--- config.mk ---
export PLATFORM = sky130hd
export DESIGN_NAME = deser1to8
export DESIGN_NICKNAME = d
export VERILOG_FILES = /design/src/rtl/deser1to8_pkg.sv /design/src/rtl/deser1to8.sv
export SDC_FILE = /design/constraint.sdc
export NUM_CORES = 1
export LEC_CHECK = 0
export CORE_UTILIZATION = 45
export DETAILED_ROUTE_END_ITERATION = 10
export PLACE_DENSITY = 0.66
export SYNTH_ARGS = -nofsm -noshare
export SYNTH_HDL_FRONTEND = slang
export SYNTH_SLANG_ARGS = --single-unit
--- constraint.sdc ---
create_clock -name clock_i -period 6.3 [get_ports clock_i]
set_clock_uncertainty 0.2 [all_clocks]
set_input_delay 1.26 -clock clock_i [delete_from_list [all_inputs] [get_ports clock_i]]
set_output_delay 1.26 -clock clock_i [all_outputs]
set_load 0.02 [all_outputs]
--- src/rtl/deser1to8_pkg.sv ---
// Shared constants for the 1-to-8 deserialiser; lane count and slot index
// width match the 8-to-1 time-multiplexer family.
package deser1to8_pkg;

    localparam int LANES     = 8;
    localparam int SLOT_BITS = 3;

endpackage

--- src/rtl/deser1to8.sv ---
// Collects WIDTH-bit serial words into 8-lane parallel frames (lane 0 = first
// word). An assembly bank plus an output bank give 1 word/clock throughput.
module deser1to8
    import deser1to8_pkg::*;
#(
    parameter int WIDTH = 8
) (
    input  logic                 clock_i,
    input  logic                 reset_i,
    input  logic [WIDTH-1:0]     data_i,
    input  logic                 valid_i,
    input  logic                 sync_i,
    output logic                 ready_o,
    output logic [WIDTH-1:0]     data0_o,
    output logic [WIDTH-1:0]     data1_o,
    output logic [WIDTH-1:0]     data2_o,
    output logic [WIDTH-1:0]     data3_o,
    output logic [WIDTH-1:0]     data4_o,
    output logic [WIDTH-1:0]     data5_o,
    output logic [WIDTH-1:0]     data6_o,
    output logic [WIDTH-1:0]     data7_o,
    output logic                 valid_o,
    input  logic                 ready_i,
    output logic [SLOT_BITS-1:0] slot_o
);

    localparam logic [SLOT_BITS-1:0] LAST_SLOT = SLOT_BITS'(LANES - 1);

    logic [SLOT_BITS-1:0] cnt;
    logic [WIDTH-1:0]     asm_bank [LANES];
    logic [WIDTH-1:0]     out_bank [LANES];
    logic                 asm_full;
    logic                 out_valid;

    logic                 accept;
    logic                 pop;
    logic [SLOT_BITS-1:0] slot;
    logic                 complete;
    logic                 load_direct;
    logic                 park;
    logic                 load_pending;

    assign ready_o      = ~asm_full;
    assign accept       = valid_i & ~asm_full;
    assign pop          = out_valid & ready_i;
    // sync_i forces the current word into lane 0 regardless of the counter
    assign slot         = sync_i ? '0 : cnt;
    assign complete     = accept & (slot == LAST_SLOT);
    assign load_direct  = complete & (~out_valid | pop);
    assign park         = complete & ~load_direct;
    assign load_pending = asm_full & pop;

    always_ff @(posedge clock_i or posedge reset_i) begin
        if (reset_i) begin
            cnt <= '0;
        end else if (accept) begin
            cnt <= complete ? '0 : slot + SLOT_BITS'(1);
        end else if (sync_i) begin
            cnt <= '0;
        end
    end

    always_ff @(posedge clock_i or posedge reset_i) begin
        if (reset_i) begin
            asm_full  <= 1'b0;
            out_valid <= 1'b0;
        end else begin
            if (park) begin
                asm_full <= 1'b1;
            end else if (load_pending) begin
                asm_full <= 1'b0;
            end

            if (load_direct || load_pending) begin
                out_valid <= 1'b1;
            end else if (pop) begin
                out_valid <= 1'b0;
            end
        end
    end

    // Lane 7 is written into the assembly bank only when the frame has to
    // wait; otherwise it bypasses straight into the output bank.
    always_ff @(posedge clock_i or posedge reset_i) begin
        if (reset_i) begin
            for (int i = 0; i < LANES; i++) begin
                asm_bank[i] <= '0;
                out_bank[i] <= '0;
            end
        end else begin
            for (int i = 0; i < LANES - 1; i++) begin
                if (accept && slot == SLOT_BITS'(i)) begin
                    asm_bank[i] <= data_i;
                end
            end
            if (park) begin
                asm_bank[LANES-1] <= data_i;
            end

            if (load_direct) begin
                for (int i = 0; i < LANES - 1; i++) begin
                    out_bank[i] <= asm_bank[i];
                end
                out_bank[LANES-1] <= data_i;
            end else if (load_pending) begin
                for (int i = 0; i < LANES; i++) begin
                    out_bank[i] <= asm_bank[i];
                end
            end
        end
    end

    assign valid_o = out_valid;
    assign slot_o  = cnt;
    assign data0_o = out_bank[0];
    assign data1_o = out_bank[1];
    assign data2_o = out_bank[2];
    assign data3_o = out_bank[3];
    assign data4_o = out_bank[4];
    assign data5_o = out_bank[5];
    assign data6_o = out_bank[6];
    assign data7_o = out_bank[7];

endmodule

# Yosys cells after proc, flatten, opt, wreduce, memory -nomap -nowiden
# Cells that the tools add are included.
# W data, S select, Z words.
# word_totals
elab_cells,58
input_bits,13
reg_bits,133
output_inout_bits,69
# classes
n_mux,9
add_sub_neg,1
reduce_logical,12
eq_ne,7
bitwise,10
# op_table
operator,count
$mux W64,2
$eq A3 B3 Y1 const B,4
$mux W3,3
$logic_and A1 B1 Y1,7
$and A1 B1 Y1,6
$eq A3 B2 Y1 const B,2
$reduce_bool A2 Y1,3
$mux W1,4
$add A3 B1 Y3 const B,1
$eq A3 B1 Y1 const B,1
$logic_not A3 Y1,1
$not A1 Y1,3
$logic_or A1 B1 Y1,1
$or A1 B1 Y1,1

# Depth between registers and ports, before layout
# Gate-level depths: netlist (run 1).
# logic_depth
word_depth,7
ltp_mapped,9
depth_no_buf,6

# Worst setup path after synthesis (run 1)
# OpenSTA, ideal clock, no wires.
# synth_timing
path_type,input to register
startpoint,input port sync_i
endpoint,"register out_bank, in the netlist data1_o[0]"
required_time_ns,5.975
cell_stages,8
n_path_buf,2
arrival_time_ns,2.756
setup_ns,0.125
path_slack_ns,3.219
path_cell_list,nor2b_1 -> ha_1 -> ha_1 -> nand3b_4 -> a21boi_2 -> buf_6 -> buf_12 -> mux2_4
# synth_via
elab_chain_len,5
word_cells_on_any_way,6
classes_between,eq/ne (1); mux (2); bitwise (2); reduce/logical (1)
# synth_lines
element,line_no,source
start: declaration,deser1to8.sv:12,"input logic sync_i,"
$mux W3 (*),deser1to8.sv:47,assign slot = sync_i ? '0 : cnt;
$eq A3 B3 Y1 (*),deser1to8.sv:48,assign complete = accept & (slot == LAST_SLOT);
$and A1 B1 Y1 (*),deser1to8.sv:48,
$and A1 B1 Y1 (*),deser1to8.sv:49,assign load_direct = complete & (~out_valid | pop);
$mux W64 / $reduce_bool A2 Y1 (equally long branches),n/a,
end signal: indexed assignment,deser1to8.sv:102,out_bank[i] <= asm_bank[i];
end signal: indexed assignment,deser1to8.sv:104,out_bank[LANES-1] <= data_i;
end signal: indexed assignment,deser1to8.sv:107,out_bank[i] <= asm_bank[i];
end: declaration,deser1to8.sv:31,logic [WIDTH-1:0] out_bank [LANES];
# Every way passes the cells marked *; elsewhere a longest branch is shown, timed or not.
# A chain may end at the register's enable or synchronous reset.

# Final worst setup path (run 1)
# layout_timing
startpoint,input port sync_i
endpoint,"register out_bank, in the netlist data6_o[0]"
# Same word-level chain as after synthesis.

==> out/qor.txt, run 1 <==
CTS Buf Count: 17
DR iter-0 viols: 83
Post-synth EDFFs: 0
Synth top area share: 0.613
CP dominant cell by count: ha_1
Post-Syn Instances: 314
Row cnt: 39
Boundary pin count: 82
Largest net degree at the start of global routing: 75
VDD IR max: 169 uV
Max-slew violation count: 0
Routed Antenna Nets: 0
Seq pwr share: 0.449
Pint: 1690 uW
Top post-synthesis cells by count: dfrtp_1 (133), mux2_2 (95), mux2_4 (40)
Sequential share of the synthesized area: 0.613
Final cell count without fillers: 565
Clk root buf: clkbuf_16
Yosys reg bits: 133
Pwr/cell area: 313 nW/um^2
Hold Violations, Final: 0
Switch Pwr: 491 uW
Largest area contributor in the netlist: dfrtp_1
Status: finished with violations
Worst Tran Pin Value: 0.996 ns
Starting density of the core: 0.469
Via/cell ratio: 5.15
RSZ-0062 raised after global routing: false
Yosys cell types: 26
Number of diodes: 0
Worst-path cell chain: clkdlybuf4s50_1 -> nor2b_1 -> ha_1 -> ha_1 -> nand3b_4 -> a21boi_4 -> buf_4 -> mux2_2
# setup viols final: 0
P&R area growth vs syn: 28.4%
Syn Nets: 333
Critical path class: in -> reg
Setup TNS: 0 ns
Postcts setup bufs: 0
Synth area leaders: dfrtp_1 (61%), mux2_2 (20%), mux2_4 (11%), buf_12 (1.5%), ha_1 (1.4%)
DR pass1 iterations: 7
Routed len/inst: 18.5 um
CTS clk-pin slew, worst paths: 0.06 ns
DR DRC count: 5
Fmax: 0.260 GHz
Initial antenna violation count: 0
Comb power frac: 0.069
Port-buffer cells: 81
Yosys warns: 0
Crit path capture type: register
Share of layout cells above drive strength 1: 0.434
Final wirelength: 10500 um
Crit start category: input port
First-pass GRT wire length: 17000 um
Failing checks: DRC
Period utilization: 0.610
Vias in the first global route: 3058
Dpl cells: 533
Avg Inst Size Synth: 17.3 sq um
Total Power: 2180 uW
Die height: 112 um
CP max stage delay: 0.70 ns
CTS tree: built
Worst-Skew Late Latency: 0.41 ns
Nets@finish: 428
Worst EP required: 6.39 ns
GRT Resource Usage Total: 0.185
Number of fill cells: 866
Die footprint: 12500 sq um
Crit Path Max Fanout: 56
Clock network power share: 0.482
Synth Cell Area: 5430 sq um
Clk buf depth: 2
Final min period: 3.84 ns
Clock sink count: 133
CTS resizes: 0
Total congestion overflow: 0
Slew headroom: 0.336
DP HPWL: 6540 um
Ys flop type: dfrtp_1
Most common cell in the netlist: dfrtp_1
Static leakage: 0.00331 uW
Async SR Flop Fraction: 1.00
Via Count: 2909
Worst Hold Class: reg -> reg
CP max-delay cell: buf_4
Die X: 112 um
Max_cap viols: 0
Core ar.: 11600 sq um
Routability cong.: 0.712
Sw frac: 0.225
Hold_buf cts: 0
Arrival time worst endpoint: 3.93 ns
H-tree depth: 4
## area by class of cell
type / instances / area (sq um) / share of cell area
inverter: 5 / 21.3 / 0.00305
clock inverter: 14 / 199 / 0.0286
timing repair buffer: 84 / 833 / 0.120
sequential: 133 / 3330 / 0.478
tap: 143 / 179 / 0.0257
clock buffer: 18 / 429 / 0.0616
multi-input combinational: 168 / 1970 / 0.284
## cell families after synthesis
group | synth area share
AND/OR/NAND/NOR | 0.0318
AO/OA/AOI/OAI | 0.00530
buffers and inverters | 0.0240
XOR/XNOR | 0.00161
flip-flops | 0.613
adder cells (fa/ha/maj) | 0.0138
multiplexers | 0.310
## flip-flops by register name, indices dropped and copies added (netlist names)
register	count
asm_bank	64
data5_o	8
data1_o	8
data0_o	8
data6_o	8
valid_o	1
data4_o	8
data2_o	8
data7_o	8
slot_o	3
data3_o	8
asm_full	1
## metal layers
metal / share of wire / vias up / track usage
met3: 0.037 / 16 / 0.0468
met5: 0 / - / 0
met4: 0.015 / 0 / 0.0730
met2: 0.46 / 64 / 0.278
li1: - / 1316 / -
met1: 0.49 / 1513 / 0.257
## power groups by stage
stage	Clock [uW]	Combinational, uW	Sequential (uW)
after global routing	1110	164	990
after detailed placement	0	153	994
after CTS	1070	154	979
after global placement	0	148	989
final	1050	150	979
after floorplan	0	104	986
## path summary, 6_finish.rpt
path	cells after the start	endpoint	from	slack [ns]
worst max register to register	7	data6_o[0]	slot_o[1]	3.41
worst max-delay path	8	data6_o[0]	sync_i	2.46
max in group asynchronous	3	data0_o[0]	reset_i	3.75
worst min register to register	1	asm_bank[31]	asm_bank[31]	0.30
worst min-delay path	1	asm_bank[31]	asm_bank[31]	0.30
min in group asynchronous	2	asm_bank[9]	reset_i	0.96
## cell usage in the layout (no fill, tap or decap), drive strengths merged, types with 3 or more instances in the layout
master / netlist / final
clkbuf: 0 / 18
nand3: 6 / 6
bufinv: 0 / 4
inv: 5 / 9
ha: 6 / 6
nand3b: 3 / 3
nand2: 5 / 5
dfrtp: 133 / 133
mux2: 136 / 136
clkdlybuf4s50: 0 / 81
buf: 8 / 3
clkinvlp: 0 / 4
## critical path, delay by kind of cell
kind / cells / cell delay [ns]
AOI/OAI and AO/OA: 1 / 0.15
and+or+nand+nor: 2 / 0.35
buffers and inverters: 2 / 1.15
muxes: 1 / 0.41
adders and majority gates: 2 / 0.49
## through the flow
step	area, sq um	setup WS (ns)	hold slack [ns]	util
final	6960	2.46	0.298	0.602
after global routing	6960	2.32	0.306	0.602
after floorplan	5430	1.29	0.259	-
after global placement	6340	2.15	0.269	0.548
after detailed placement	6340	2.05	0.285	0.548
after CTS	6960	2.48	0.297	0.602
Power figures use the tool's default switching activity.
==> run 2: changes to the inputs <==
Settings changed: PLACE_DENSITY 0.66 to 0.69.
Clock period 6.3 ns to 3.51 ns, I/O delays scaled along.
==> run 2 against run 1 <==
The run still ends with DRC left. Worst hold slack about the same. Critical path depth unchanged. Non-clock buffer count did not move. Wire length fell by 0.65%.
==> out/qor.txt, run 2 (synthesized netlist as in run 1, its figures left out) <==
Status: finished with violations (unchanged)
Failing checks: DRC (unchanged)
Pint: 3020 uW (was 1690 uW)
Post-route setup slack: 0.572 ns (was 2.46 ns)
Crit Path Max Fanout: 16 (was 56)
Final wirelength: 10400 um (was 10500 um)
Core ar.: 11600 sq um (unchanged)
Setup TNS: 0 ns (unchanged)
Slew headroom: 0.520 (was 0.336)
Row cnt: 39 (unchanged)
Worst R2R Path Depth: 7 (unchanged)
Largest net degree at the start of global routing: 134 (was 75)
Die footprint: 12500 sq um (unchanged)
Static leakage: 0.00332 uW (was 0.00331 uW)
Hold_buf cts: 0 (unchanged)
Reg2Reg Setup Slack: 1.00 ns (was 3.41 ns)
Area of the multi-input gates: 1970 sq um (unchanged)
Via Count: 2884 (was 2909)
Share of layout cells above drive strength 1: 0.432 (was 0.434)
Clk buf depth: 2 (unchanged)
Number of fill cells: 913 (was 866)
Total Power: 3830 uW (was 2180 uW)
Period utilization: 0.837
Postcts setup bufs: 0 (unchanged)
Boundary pin count: 82 (unchanged)
Vias in the first global route: 2981 (was 3058)
CP dominant cell by count: ha_1 (unchanged)
Crit start category: input port (unchanged)
Final min period: 2.94 ns
Commonest cells after routing, fill and taps aside: dfrtp_1 (133), mux2_2 (95), clkdlybuf4s50_1 (81), mux2_4 (40), clkbuf_16 (17) (unchanged)
Die X: 112 um (unchanged)
Switch Pwr: 812 uW (was 491 uW)
First-pass GRT wire length: 16800 um (was 17000 um)
Number of diodes: 0 (unchanged)
CP max-delay cell: clkdlybuf4s50_1 (was buf_4)
Worst R2R End: data2_o[7] (was data6_o[0])
Clock sink count: 133 (unchanged)
WHS Path Cells: 1 (unchanged)
Sequential Area: 3330 sq um (unchanged)
Clock network power share: 0.470 (was 0.482)
Via/cell ratio: 5.11 (was 5.15)
Commonest non-fill, non-tap cell in the layout: dfrtp_1 (unchanged)
Hold Path End: data1_o[3] (was asm_bank[31])
Hold Violations, Final: 0 (unchanged)
Arrival time worst endpoint: 3.03 ns (was 3.93 ns)
H-tree depth: 4 (unchanged)
Seq pwr share: 0.460 (was 0.449)
Comb power frac: 0.071 (was 0.069)
Pwr/cell area: 550 nW/um^2 (was 313 nW/um^2)
Max FFs per register: 64 (unchanged)
# setup viols final: 0 (unchanged)
DR iter-0 viols: 115 (was 83)
VDD IR max: 326 uV (was 169 uV)
Nets@finish: 428 (unchanged)
GRT Resource Usage Total: 0.180 (was 0.185)
DP HPWL: 6410 um (was 6540 um)
P&R area growth vs syn: 28.5% (was 28.4%)
DR DRC count: 4 (was 5)
CTS resizes: 0 (unchanged)
Die height: 112 um (unchanged)
Dpl ws: 0.173 ns (was 2.05 ns)
CP max stage delay: 0.48 ns (was 0.70 ns)
Routed Antenna Nets: 0 (unchanged)
Worst Tran Pin Value: 0.721 ns (was 0.996 ns)
CTS Buf Count: 17 (unchanged)
Routed len/inst: 18.4 um (was 18.5 um)
Worst Hold Class: reg -> reg (unchanged)
Largest register by flop count: asm_bank (unchanged)
Clk root buf: clkbuf_16 (unchanged)
Worst flop-to-flop path startpoint: slot_o[0] (was slot_o[1])
DR pass1 iterations: 7 (unchanged)
Worst EP required: 3.60 ns (was 6.39 ns)
Sw frac: 0.212 (was 0.225)
RSZ-0062 raised after global routing: false (unchanged)
CTS tree: built (unchanged)
Starting density of the core: 0.469 (unchanged)
Critical path class: in -> reg (unchanged)
Max_cap viols: 0 (unchanged)
Crit path capture type: register (unchanged)
Worst-path cell chain: clkdlybuf4s50_1 -> nor2b_1 -> ha_1 -> ha_1 -> nand3b_4 -> a21boi_4 -> buf_4 -> mux2_2 (unchanged)
Initial antenna violation count: 0 (unchanged)
Total congestion overflow: 0 (unchanged)
Port-buffer cells: 81 (unchanged)
Worst-Skew Late Latency: 0.40 ns (was 0.41 ns)
CTS clk-pin slew, worst paths: 0.06 ns (about the same)
Fmax: 0.340 GHz
Max-slew violation count: 0 (unchanged)
Hold Startpoint: asm_bank[51] (was asm_bank[31])
Routability cong.: 0.760 (was 0.712)
==> run 2: cell types whose count changed in the layout (fill, tap and decap cells not counted), sizes merged <==
cell and change:
inv -5, bufinv -1, clkinv +2, clkbuf +4
clkinvlp -1
==> run 2: through the flow <==
| stage | hold WS, ns | instance area, sq um | utilization | instances |
|---|---|---|---|---|
| 2_1_floorplan | 0.259 | 5430 | - | 314 |
| 3_3_place_gp | 0.282 | 6360 | 0.550 | 533 |
| 3_5_place_dp | 0.288 | 6360 | 0.550 | 533 |
| 4_1_cts | 0.297 | 6970 | 0.603 | 564 |
| 5_1_grt | 0.306 | 6970 | 0.603 | 564 |
| 6_report | 0.297 | 6970 | 0.603 | 564 |
==> run 2: how the worst max path moves through the flow <==
stage            start  slack (ns)          end
2_1_floorplan  reset_i        0.96  asm_bank[0]
3_3_place_gp    sync_i        0.35   data3_o[7]
3_5_place_dp    sync_i        0.17   data2_o[7]
4_1_cts         sync_i        0.59   data2_o[7]
5_1_grt         sync_i        0.47   data2_o[7]
6_report        sync_i        0.57   data2_o[7]
==> run 2: power groups by stage <==
| stage | Clock (uW) | Combinational [uW] | Sequential, uW |
|---|---|---|---|
| final | 1800 | 271 | 1760 |
| after floorplan | 0 | 187 | 1770 |
| after detailed placement | 0 | 275 | 1790 |
| after CTS | 1830 | 277 | 1760 |
| after global placement | 0 | 265 | 1780 |
| after global routing | 1900 | 297 | 1780 |
==> run 2: routing by layer <==
metal,wire (um),GRT usage,part of all wire,up-vias
li1,-,-,-,1296
met4,93,0.0486,0.0089,0
met5,0,0,0,-
met3,502,0.0604,0.048,9
met1,4910,0.255,0.47,1505
met2,4890,0.266,0.47,74
==> run 2: area by class of cell <==
| class | count | area share |
|---|---|---|
| timing repair buffer | 84 | 0.123 |
| sequential | 133 | 0.477 |
| clock buffer | 22 | 0.0695 |
| clock inverter | 9 | 0.0179 |
| multi-input combinational | 168 | 0.283 |
| tap | 143 | 0.0257 |
| inverter | 5 | 0.00323 |
==> run 2: critical path: cells and delay by family <==
family	cells	cell delay, ns
AOI/OAI and AO/OA	1	0.20
adders and majority gates	2	0.52
buffers and inverters	2	0.81
muxes	1	0.39
and+or+nand+nor	2	0.41
==> run 3: changes to the inputs <==
Clock period 3.51 ns to 2.45 ns, I/O delays scaled along.
==> run 3 against run 2 <==
The run still ends with DRC left. Flip-flop and latch count did not move. Design area up 3.6%. First-iteration DRC count rose by 23%. Clock power grew 49%. Worst setup slack lost 0.39 ns. Combinational power rose by 51%. Core utilization up 2.2 points. Die area did not move. Final cell count is 2.8% higher. Critical endpoint is now data4_o[0]. Highest routed layer unchanged.
==> out/qor.txt, run 3 (synthesized netlist as in run 1, its figures left out) <==
Worst EP required: 2.54 ns (was 3.60 ns)
Nets@finish: 443 (was 428)
Row cnt: 39 (unchanged)
Die height: 112 um (unchanged)
Hold Startpoint: asm_bank[26] (was asm_bank[51])
Die footprint: 12500 sq um (unchanged)
Worst-Skew Late Latency: 0.40 ns (about the same)
Commonest cells after routing, fill and taps aside: dfrtp_1 (133), mux2_2 (95), clkdlybuf4s50_1 (80), mux2_4 (40), clkbuf_16 (17) (was dfrtp_1 (133), mux2_2 (95), clkdlybuf4s50_1 (81), mux2_4 (40), clkbuf_16 (17))
Arrival time worst endpoint: 2.35 ns (was 3.03 ns)
Number of fill cells: 851 (was 913)
Commonest non-fill, non-tap cell in the layout: dfrtp_1 (unchanged)
DR pass1 iterations: 7 (unchanged)
Failing checks: DRC (unchanged)
CTS clk-pin slew, worst paths: 0.06 ns (about the same)
VDD IR max: 388 uV (was 326 uV)
Worst-path cell chain: nor2b_2 -> ha_1 -> ha_2 -> nand3b_4 -> a21boi_4 -> buf_12 -> bufbuf_16 -> mux2_4 (was clkdlybuf4s50_1 -> nor2b_1 -> ha_1 -> ha_1 -> nand3b_4 -> a21boi_4 -> buf_4 -> mux2_2)
Reg2Reg Setup Slack: 0.18 ns (was 1.00 ns)
P&R area growth vs syn: 33.1% (was 28.5%)
Area of the multi-input gates: 1980 sq um (was 1970 sq um)
Via/cell ratio: 5.11 (about the same)
Total Power: 5630 uW (was 3830 uW)
Total congestion overflow: 0 (unchanged)
Final cell count without fillers: 580 (was 564)
Status: finished with violations (unchanged)
Max FFs per register: 64 (unchanged)
# setup viols final: 0 (unchanged)
Vias in the first global route: 3234 (was 2981)
GRT Resource Usage Total: 0.193 (was 0.180)
Worst R2R Path Depth: 8 (was 7)
CTS Buf Count: 17 (unchanged)
Die X: 112 um (unchanged)
Crit path capture type: register (unchanged)
First-pass GRT wire length: 18000 um (was 16800 um)
Buf+Inv Stages, Crit Path: 2 (unchanged)
Starting density of the core: 0.469 (unchanged)
Hold Path End: data4_o[2] (was data1_o[3])
Kind of cell adding the most delay to the critical path: buffers and inverters (unchanged)
Slew headroom: 0.632 (was 0.520)
Worst Tran Pin Value: 0.550 ns (was 0.721 ns)
Boundary pin count: 82 (unchanged)
Critical path class: reg -> reg (was in -> reg)
Period utilization: 0.925
Sequential Area: 3330 sq um (unchanged)
Worst R2R End: data4_o[0] (was data2_o[7])
Initial antenna violation count: 0 (unchanged)
DP HPWL: 6790 um (was 6410 um)
Port-buffer cells: 81 (unchanged)
WHS Path Cells: 1 (unchanged)
Crit start category: register (was input port)
Routed Antenna Nets: 0 (unchanged)
DR DRC count: 4 (unchanged)
Dpl cells: 543 (was 533)
Crit Path Max Fanout: 12 (was 16)
CP max stage delay: 0.37 ns (was 0.48 ns)
Clock sink count: 133 (unchanged)
DR iter-0 viols: 141 (was 115)
Max-slew violation count: 0 (unchanged)
Worst flop-to-flop path startpoint: slot_o[0] (unchanged)
Clk buf depth: 2 (unchanged)
Share of layout cells above drive strength 1: 0.460 (was 0.432)
Static leakage: 0.00344 uW (was 0.00332 uW)
Pwr/cell area: 779 nW/um^2 (was 550 nW/um^2)
Routability cong.: 0.835 (was 0.760)
Core ar.: 11600 sq um (unchanged)
Routed len/inst: 18.9 um (was 18.4 um)
H-tree depth: 4 (unchanged)
Final wirelength: 11000 um (was 10400 um)
CP max-delay cell: dfrtp_1 (was clkdlybuf4s50_1)
Largest register by flop count: asm_bank (unchanged)
Worst Hold Class: reg -> reg (unchanged)
Largest net degree at the start of global routing: 71 (was 134)
Clk root buf: clkbuf_16 (unchanged)
Hold Violations, Final: 0 (unchanged)
Fmax: 0.441 GHz
Max_cap viols: 0 (unchanged)
Number of diodes: 0 (unchanged)
Via Count: 2966 (was 2884)
CTS tree: built (unchanged)
RSZ-0062 raised after global routing: false (unchanged)
Final min period: 2.27 ns
[run 3: cell types whose count changed in the layout (fill, tap and decap cells not counted), moves of 2 or more]
| cell | delta |
|---|---|
| nor2b_2 | +2 |
| clkinv_4 | +2 |
| buf_4 | +8 |
| inv_6 | +2 |
| clkbuf_8 | -2 |
| clkinvlp_4 | -2 |
| nor2b_1 | -2 |
| buf_12 | +5 |
[run 3: stage by stage]
step / TNS [ns] / worst slack (ns) / util / hold slack (ns) / area (sq um)
2_1_floorplan: 0 / 0.109 / - / 0.259 / 5430
3_3_place_gp: -19.10 / -0.345 / 0.560 / 0.280 / 6470
3_5_place_dp: -29.05 / -0.470 / 0.560 / 0.288 / 6470
4_1_cts: 0 / 0.181 / 0.624 / 0.300 / 7220
5_1_grt: 0 / 0.0835 / 0.624 / 0.309 / 7220
6_report: 0 / 0.183 / 0.624 / 0.299 / 7220
[run 3: how the worst max path moves through the flow]
stage	startpoint	to	slack [ns]	cells past startpoint
final	slot_o[0]	data4_o[0]	0.18	8
after global placement	sync_i	data6_o[0]	-0.35	8
after CTS	slot_o[0]	data5_o[0]	0.18	8
after global routing	slot_o[0]	data5_o[0]	0.08	8
after detailed placement	sync_i	data6_o[7]	-0.47	8
after floorplan	reset_i	asm_bank[0]	0.11	1
[run 3: area by class of cell]
| class | instances | area share |
|---|---|---|
| Sequential cell | 133 | 0.461 |
| Clock buffer | 20 | 0.0632 |
| Clock inverter | 12 | 0.0243 |
| Timing Repair Buffer | 99 | 0.149 |
| Tap cell | 143 | 0.0248 |
| Multi-Input combinational cell | 168 | 0.274 |
| Inverter | 5 | 0.00312 |
[run 3: what timing repair did]
item	in CTS	in global routing
hold buffers	0	0
setup endpoints to repair	41	0
setup buffers	3	0
endpoints found under the hold margin	0	0
resized for setup	5	0
[run 3: layer usage]
layer  global-route usage  up-vias  part of all wire
met4               0.0649        0            0.0071
met2                0.297       81              0.46
li1                     -     1339                 -
met3               0.0452        8             0.050
met5                    0        -                 0
met1                0.270     1538              0.48
[run 3: where the power goes]
part / switching (uW) / internal (uW) / leakage (uW)
clock network: 933 / 1760 / 0.000315
logic: 178 / 230 / 0.00133
registers: 111 / 2410 / 0.00179
